[config.mk]
export PLATFORM = sky130hd
export DESIGN_NAME = interrupt_controller_flat
export DESIGN_NICKNAME = d
export VERILOG_FILES = /design/src/rtl/interrupt_controller_if.sv /design/src/rtl/interrupt_controller.sv /design/src/flat_wrapper.sv
export SDC_FILE = /design/constraint.sdc
export NUM_CORES = 1
export LEC_CHECK = 0
export CORE_MARGIN = 1
export CORE_UTILIZATION = 50
export DETAILED_ROUTE_END_ITERATION = 16
export DONT_BUFFER_PORTS = 1
export PLACE_DENSITY = 0.67
export RECOVER_POWER = 50
export REMOVE_ABC_BUFFERS = 1
export SLEW_MARGIN = 30
export SYNTH_ARGS = -nofsm -noshare
export SYNTH_HDL_FRONTEND = slang
export SYNTH_SLANG_ARGS = --single-unit
[constraint.sdc]
create_clock -name clock -period 1.65 [get_ports clock]
set_input_delay 0.33 -clock clock [delete_from_list [all_inputs] [get_ports clock]]
set_output_delay 0.33 -clock clock [all_outputs]
set_load 0.03 [all_outputs]
[src/rtl/interrupt_controller_if.sv]
// Bus bundle between the interrupt controller and its two partners:
//   - software configuration write port (cfg_we, cfg_addr, cfg_wdata);
//   - hazard control unit handshake (interrupt, interrupt_vector_address,
//     int_ack, int_return).
// master: the side driving configuration writes and ack/return pulses.
// slave : the interrupt controller itself.
interface interrupt_controller_if;
  logic        cfg_we;
  logic [1:0]  cfg_addr;
  logic [15:0] cfg_wdata;
  logic        int_ack;
  logic        int_return;
  logic        interrupt;
  logic [13:0] interrupt_vector_address;

  modport master (
    output cfg_we, cfg_addr, cfg_wdata, int_ack, int_return,
    input  interrupt, interrupt_vector_address
  );

  modport slave (
    input  cfg_we, cfg_addr, cfg_wdata, int_ack, int_return,
    output interrupt, interrupt_vector_address
  );
endinterface

[src/rtl/interrupt_controller.sv]
// Prioritised interrupt controller feeding the pipeline hazard unit.
// Synchronises and edge-detects raw interrupt lines, latches them as pending,
// gates them with per-source masks and a global enable, raises one request at
// a time (lowest index wins) and tracks the in-service source until return.
//
// Ports:
//   clock, reset_n   : system clock, async active-low reset
//   irq_src          : raw rising-edge interrupt lines (asynchronous)
//   bus (slave)      : config write port + hazard unit handshake
//   pending          : pending latch
//   mask_en          : per-source mask enable register
//   in_service       : one-hot in-service source, or 0
//   ctrl_state       : 0 = IDLE, 1 = REQUEST, 2 = IN_SERVICE
//
// state       | meaning
// ------------+------------------------------------------------------------
// IDLE        | no request outstanding; raise one as soon as a source is eligible
// REQUEST     | interrupt held high with stable vector until int_ack
// IN_SERVICE  | handler running; no nesting, wait for int_return
module interrupt_controller #(
  parameter int          NUM_SOURCES   = 8,
  parameter logic [13:0] VECTOR_BASE   = 14'h0100,
  parameter int          VECTOR_STRIDE = 4
) (
  input  logic                   clock,
  input  logic                   reset_n,
  input  logic [NUM_SOURCES-1:0] irq_src,
  interrupt_controller_if.slave  bus,
  output logic [NUM_SOURCES-1:0] pending,
  output logic [NUM_SOURCES-1:0] mask_en,
  output logic [NUM_SOURCES-1:0] in_service,
  output logic [1:0]             ctrl_state
);

  localparam int ID_W = (NUM_SOURCES > 1) ? $clog2(NUM_SOURCES) : 1;

  typedef enum logic [1:0] {
    ST_IDLE       = 2'd0,
    ST_REQUEST    = 2'd1,
    ST_IN_SERVICE = 2'd2
  } state_t;

  state_t                 state_q, state_n;
  logic [NUM_SOURCES-1:0] sync1_q, sync2_q, dly_q;
  logic [NUM_SOURCES-1:0] pending_q, mask_q, in_service_q;
  logic                   gen_q;
  logic [ID_W-1:0]        id_q;
  logic                   int_q;
  logic [13:0]            vec_q;

  logic [NUM_SOURCES-1:0] edge_det, wdata, eligible;
  logic [NUM_SOURCES-1:0] set_vec, clr_vec;
  logic [ID_W-1:0]        win_id;
  logic                   any_elig;
  logic                   take_req, take_ack;
  logic                   wr_mask, wr_set, wr_clr, wr_gen;
  logic                   unused_ok;

  // Wraps modulo 2^14 by truncation.
  function automatic logic [13:0] vec_of(input logic [ID_W-1:0] id);
    int v;
    v = int'(VECTOR_BASE) + int'(id) * VECTOR_STRIDE;
    return v[13:0];
  endfunction

  // Upper write-data bits beyond the source count carry no meaning.
  assign unused_ok = ^bus.cfg_wdata;

  assign wdata    = bus.cfg_wdata[NUM_SOURCES-1:0];
  assign wr_mask  = bus.cfg_we && (bus.cfg_addr == 2'd0);
  assign wr_set   = bus.cfg_we && (bus.cfg_addr == 2'd1);
  assign wr_clr   = bus.cfg_we && (bus.cfg_addr == 2'd2);
  assign wr_gen   = bus.cfg_we && (bus.cfg_addr == 2'd3);

  assign edge_det = sync2_q & ~dly_q;
  assign eligible = gen_q ? (pending_q & mask_q) : '0;
  assign any_elig = |eligible;

  always_comb begin
    win_id = '0;
    for (int i = NUM_SOURCES - 1; i >= 0; i--) begin
      if (eligible[i]) win_id = ID_W'(i);
    end
  end

  always_ff @(posedge clock or negedge reset_n) begin
    if (!reset_n) state_q <= ST_IDLE;
    else          state_q <= state_n;
  end

  always_comb begin
    state_n  = state_q;
    take_req = 1'b0;
    take_ack = 1'b0;
    case (state_q)
      ST_IDLE: begin
        if (any_elig) begin
          state_n  = ST_REQUEST;
          take_req = 1'b1;
        end
      end
      ST_REQUEST: begin
        // Ack wins over a simultaneous return; masking never withdraws.
        if (bus.int_ack) begin
          state_n  = ST_IN_SERVICE;
          take_ack = 1'b1;
        end
      end
      ST_IN_SERVICE: begin
        if (bus.int_return) state_n = ST_IDLE;
      end
      default: state_n = ST_IDLE;
    endcase
  end

  // Sets (edge or software) take priority over clears on the same bit.
  assign set_vec = edge_det | (wr_set ? wdata : '0);
  assign clr_vec = (wr_clr ? wdata : '0) |
                   (take_ack ? (NUM_SOURCES'(1) << id_q) : '0);

  always_ff @(posedge clock or negedge reset_n) begin
    if (!reset_n) begin
      sync1_q      <= '0;
      sync2_q      <= '0;
      dly_q        <= '0;
      pending_q    <= '0;
      mask_q       <= '0;
      gen_q        <= 1'b0;
      in_service_q <= '0;
      id_q         <= '0;
      int_q        <= 1'b0;
      vec_q        <= '0;
    end else begin
      sync1_q   <= irq_src;
      sync2_q   <= sync1_q;
      dly_q     <= sync2_q;
      pending_q <= (pending_q & ~clr_vec) | set_vec;
      if (wr_mask) mask_q <= wdata;
      if (wr_gen)  gen_q  <= bus.cfg_wdata[0];

      if (take_req) begin
        int_q <= 1'b1;
        vec_q <= vec_of(win_id);
        id_q  <= win_id;
      end else if (take_ack) begin
        int_q        <= 1'b0;
        in_service_q <= NUM_SOURCES'(1) << id_q;
      end else if (state_q == ST_IN_SERVICE && bus.int_return) begin
        in_service_q <= '0;
      end
    end
  end

  assign bus.interrupt                = int_q;
  assign bus.interrupt_vector_address = vec_q;
  assign pending                      = pending_q;
  assign mask_en                      = mask_q;
  assign in_service                   = in_service_q;
  assign ctrl_state                   = state_q;

endmodule
[src/flat_wrapper.sv]
// flat-port wrapper written by rule: the top's interface ports become plain ports
module interrupt_controller_flat 
#(
  parameter int          NUM_SOURCES   = 8,
  parameter logic [13:0] VECTOR_BASE   = 14'h0100,
  parameter int          VECTOR_STRIDE = 4
)
  (clock, reset_n, irq_src, pending, mask_en, in_service, ctrl_state, bus_cfg_we, bus_cfg_addr, bus_cfg_wdata, bus_int_ack, bus_int_return, bus_interrupt, bus_interrupt_vector_address);
  interrupt_controller_if bus_i ();
  input  logic clock;
  input  logic reset_n;
  input  logic [NUM_SOURCES-1:0] irq_src;
  output logic [NUM_SOURCES-1:0] pending;
  output logic [NUM_SOURCES-1:0] mask_en;
  output logic [NUM_SOURCES-1:0] in_service;
  output logic [1:0] ctrl_state;
  input wire logic [$bits(bus_i.cfg_we)-1:0] bus_cfg_we;
  input wire logic [$bits(bus_i.cfg_addr)-1:0] bus_cfg_addr;
  input wire logic [$bits(bus_i.cfg_wdata)-1:0] bus_cfg_wdata;
  input wire logic [$bits(bus_i.int_ack)-1:0] bus_int_ack;
  input wire logic [$bits(bus_i.int_return)-1:0] bus_int_return;
  output wire logic [$bits(bus_i.interrupt)-1:0] bus_interrupt;
  output wire logic [$bits(bus_i.interrupt_vector_address)-1:0] bus_interrupt_vector_address;
  assign bus_i.cfg_we = bus_cfg_we;
  assign bus_i.cfg_addr = bus_cfg_addr;
  assign bus_i.cfg_wdata = bus_cfg_wdata;
  assign bus_i.int_ack = bus_int_ack;
  assign bus_i.int_return = bus_int_return;
  assign bus_interrupt = bus_i.interrupt;
  assign bus_interrupt_vector_address = bus_i.interrupt_vector_address;
  interrupt_controller #(.NUM_SOURCES(NUM_SOURCES), .VECTOR_BASE(VECTOR_BASE), .VECTOR_STRIDE(VECTOR_STRIDE)) u_core (.clock(clock), .reset_n(reset_n), .irq_src(irq_src), .bus(bus_i), .pending(pending), .mask_en(mask_en), .in_service(in_service), .ctrl_state(ctrl_state));
endmodule
==> flow_metrics.tcl <==
set metrics [dict create \
    status "completed" \
    area.growth.synth_to_final_pct 13.24 \
    drive_gt1_share_pct 20.38 \
    final_hold_viol_count 0 \
    slew_headroom_pct 51.35 \
    synth_edf_count 0 \
    crit_start "u_core.pending[4]" \
    setup_tns_ns 0 \
    grt_pass1_vias 1422 \
    synth-compound-area-share_pct 14.10 \
    leakage_nw 1.188 \
    synth.avg_cell_area_um2 12.11 \
    synth_xor_area_share_pct 0 \
    fin_crit_sh_pct 86.80 \
    ys_types 30 \
    path_buf_inv 0 \
    end_kind "flop" \
    max_cap_violations 0 \
    synth_mux_area_share_pct 4.623 \
    crit_chain "nand2_1, nand4_1, o211ai_2, mux2_2" \
    clock_latency_ns 0.30 \
    synth_top_family_by_area "compound AO/OA/AOI/OAI gates" \
    crit_slowest_cell "dfrtp_1" \
    r2r-start "u_core.pending[4]" \
    grt_pass1_wl_mm 6.762 \
    synth_async_sr_flop_share_pct 100.0 \
    grt_use_total_pct 20.85 \
    cts_setup_buffers 0 \
    rows 23 \
    drc_errors 0 \
    rsz0062_at_grt "no" \
    start_kind "flop" \
    r2r_end "u_core.id_q[0]" \
    worst_slew_pin_slew_ns 0.7298 \
    hp-class "primary input to flop" \
    crit_path_max_fanout 5 \
    cp.arrival_ns 1.62 \
    start_util_pct 53.27 \
    vias 1460 \
    dp_hpwl_mm 3.129 \
    pin_count 72 \
    cp_num_cells 4 \
    diodes 0 \
    final_common_cell "dfrtp_1" \
    p_per_area_nw_per_um2 1552 \
    synthSimpleGateAreaFrac_pct 11.87 \
    yosys-top-cells-area "dfrtp_1 (64%), mux2_2 (4.6%), buf_4 (3.4%)" \
    nets 241 \
    max_stage_delay_ns 0.39 \
    grt_overflow 0 \
    antenna_found_initial 0 \
    whs_ns 0.04624 \
    vias_per_cell 5.594 \
    r2r_cells 4 \
    synth_ff_type "dfrtp_1" \
    layout_common_cells "dfrtp_1 (56), buf_4 (22), nand2_1 (15), a21oi_1 (13), o21ai_0 (11)" \
    yosys_warnings 0 \
    htree_num_levels 2 \
    cts-root-buf "clkbuf_8" \
    endpoint "u_core.id_q[0]" \
    gp_congestion 0.8656 \
    cts_tree "done" \
    antenna_left 0 \
    post_cts_resized 0 \
    die_height_um 68.22 \
    regToRegSetupSlack_ns 0.22 \
    drtPass1Iterations 4 \
    peakVddDrop_mv 0.6885 \
    totalWireLength_mm 4.309 \
    wl_per_cell_um 16.51 \
    ys_ff_latch 56 \
    critPathKind "flop to flop" \
    setup_viol 0 \
    coreArea_um2 4115 \
    syn_area_um2 2192 \
    slew_violations 0 \
    dr.first_iter.drc_count 75 \
    synth-seq-area-share_pct 63.93 \
    period_minus_slack_ns 1.432 \
    die_x_um 68.22 \
    cp_data_required_time_ns 1.84 \
    grt_max_degree 57 \
    cts-buffers-inserted 5 \
    die_area_um2 4653 \
    synth_fa_ha_area_share_pct 0 \
    port_buffers 0 \
    synth.largest_area_cell "dfrtp_1" \
    clock.fmax_mhz 698.2 \
    clock_path_buffers 2 \
    path_delay_family "flip-flops" \
    finClkSkew_ns 0.006565 \
    clock_sinks 56 \
    synthCells 181 \
    clk_pin_slew_worst_paths_ns 0.09 \
    synth_top_area_share_pct 63.93 \
]
==> cell usage after synthesis (2+ instances only) <==
| cell | n |
|---|---|
| dfrtp_1 | 56 |
| nand2_1 | 15 |
| a21oi_1 | 13 |
| o21ai_0 | 11 |
| buf_4 | 10 |
| inv_1 | 10 |
| mux2_2 | 9 |
| a21o_1 | 8 |
| nor2b_1 | 8 |
| o21ai_1 | 7 |
| a41oi_1 | 4 |
| nand2b_1 | 3 |
| nand4_1 | 3 |
| nor2_1 | 3 |
| nor3_1 | 3 |
| and3b_1 | 2 |
| nand3_1 | 2 |
| nand3b_1 | 2 |
==> registers in the layout, summed over array words and instances, names as in the netlist <==
register                             flops
u_core.bus.interrupt                     1
u_core.bus.interrupt_vector_address      2
u_core.ctrl_state                        2
u_core.dly_q                             8
u_core.gen_q                             1
u_core.id_q                              2
u_core.in_service                        8
u_core.mask_en                           8
u_core.pending                           8
u_core.sync1_q                           8
u_core.sync2_q                           8
==> cell families (layout without fill, tap and decap cells) <==
family | Yosys count | after routing
flops | 56 | 56
mux | 9 | 9
compound gates | 48 | 48
buf+inv | 21 | 42
other cells | 1 | 10
simple gates | 46 | 46
==> layout make-up <==
cell class / count / area, um2
inverter: 10 / 37.54
tap: 50 / 62.56
sequential: 56 / 1401
fill: 335 / 1633
timing repair buffer: 24 / 182.7
clock buffer: 8 / 90.09
multi-input combinational: 113 / 708.2
==> worst reg2reg max path, cell delays in order, from the launching register on <==
cell and delay, ns:
dfrtp_1 0.39, nand2_1 0.15, nand4_1 0.14, o211ai_2 0.27
mux2_2 0.37
==> metrics by stage <==
step	power, W	area, um2	util [%]	cells	setup WS (ns)
2_1_floorplan	0.002715	2147	-	179	0.1919
3_3_place_gp	0.003067	2375	57.71	251	0.2716
3_5_place_dp	0.003112	2375	57.71	251	0.2318
4_1_cts	0.003855	2465	59.90	259	0.2051
5_1_grt	0.004097	2482	60.32	261	0.1300
6_report	0.003854	2482	60.32	261	0.2177
==> power breakdown <==
part	switching, W	internal, W	leakage [nW]	total (W)
clock network	0.000400	0.000343	0.0455	0.000743
logic	0.000733	0.000406	0.486	0.00114
registers	0.000361	0.00161	0.656	0.00197
total	0.00149	0.00236	1.19	0.00385
==> how the worst min path moves through the flow <==
stage	to	cells after the start	slack, ns	startpoint
final	u_core.sync1_q[1]	0	0.05	irq_src[1]
after global routing	u_core.sync1_q[1]	0	0.02	irq_src[1]
after CTS	u_core.id_q[1]	0	-0.30	reset_n
after detailed placement	u_core.in_service[5]	0	0.04	reset_n
after global placement	u_core.dly_q[5]	0	0.04	reset_n
after floorplan	u_core.bus.interrupt	0	0.03	reset_n
==> layer usage <==
layer  track usage [%]  vias to the layer above  part of all wire, %  routed length [um]
li1                  -                      667                    -                   -
met4             7.031                        0                  1.5                  65
met1             26.38                      734                   41                1774
met2             31.99                       50                   48                2081
met5                 0                        -                    0                   0
met3             9.000                        9                  9.0                 387
No activity file was read; power rests on OpenSTA's default activity.
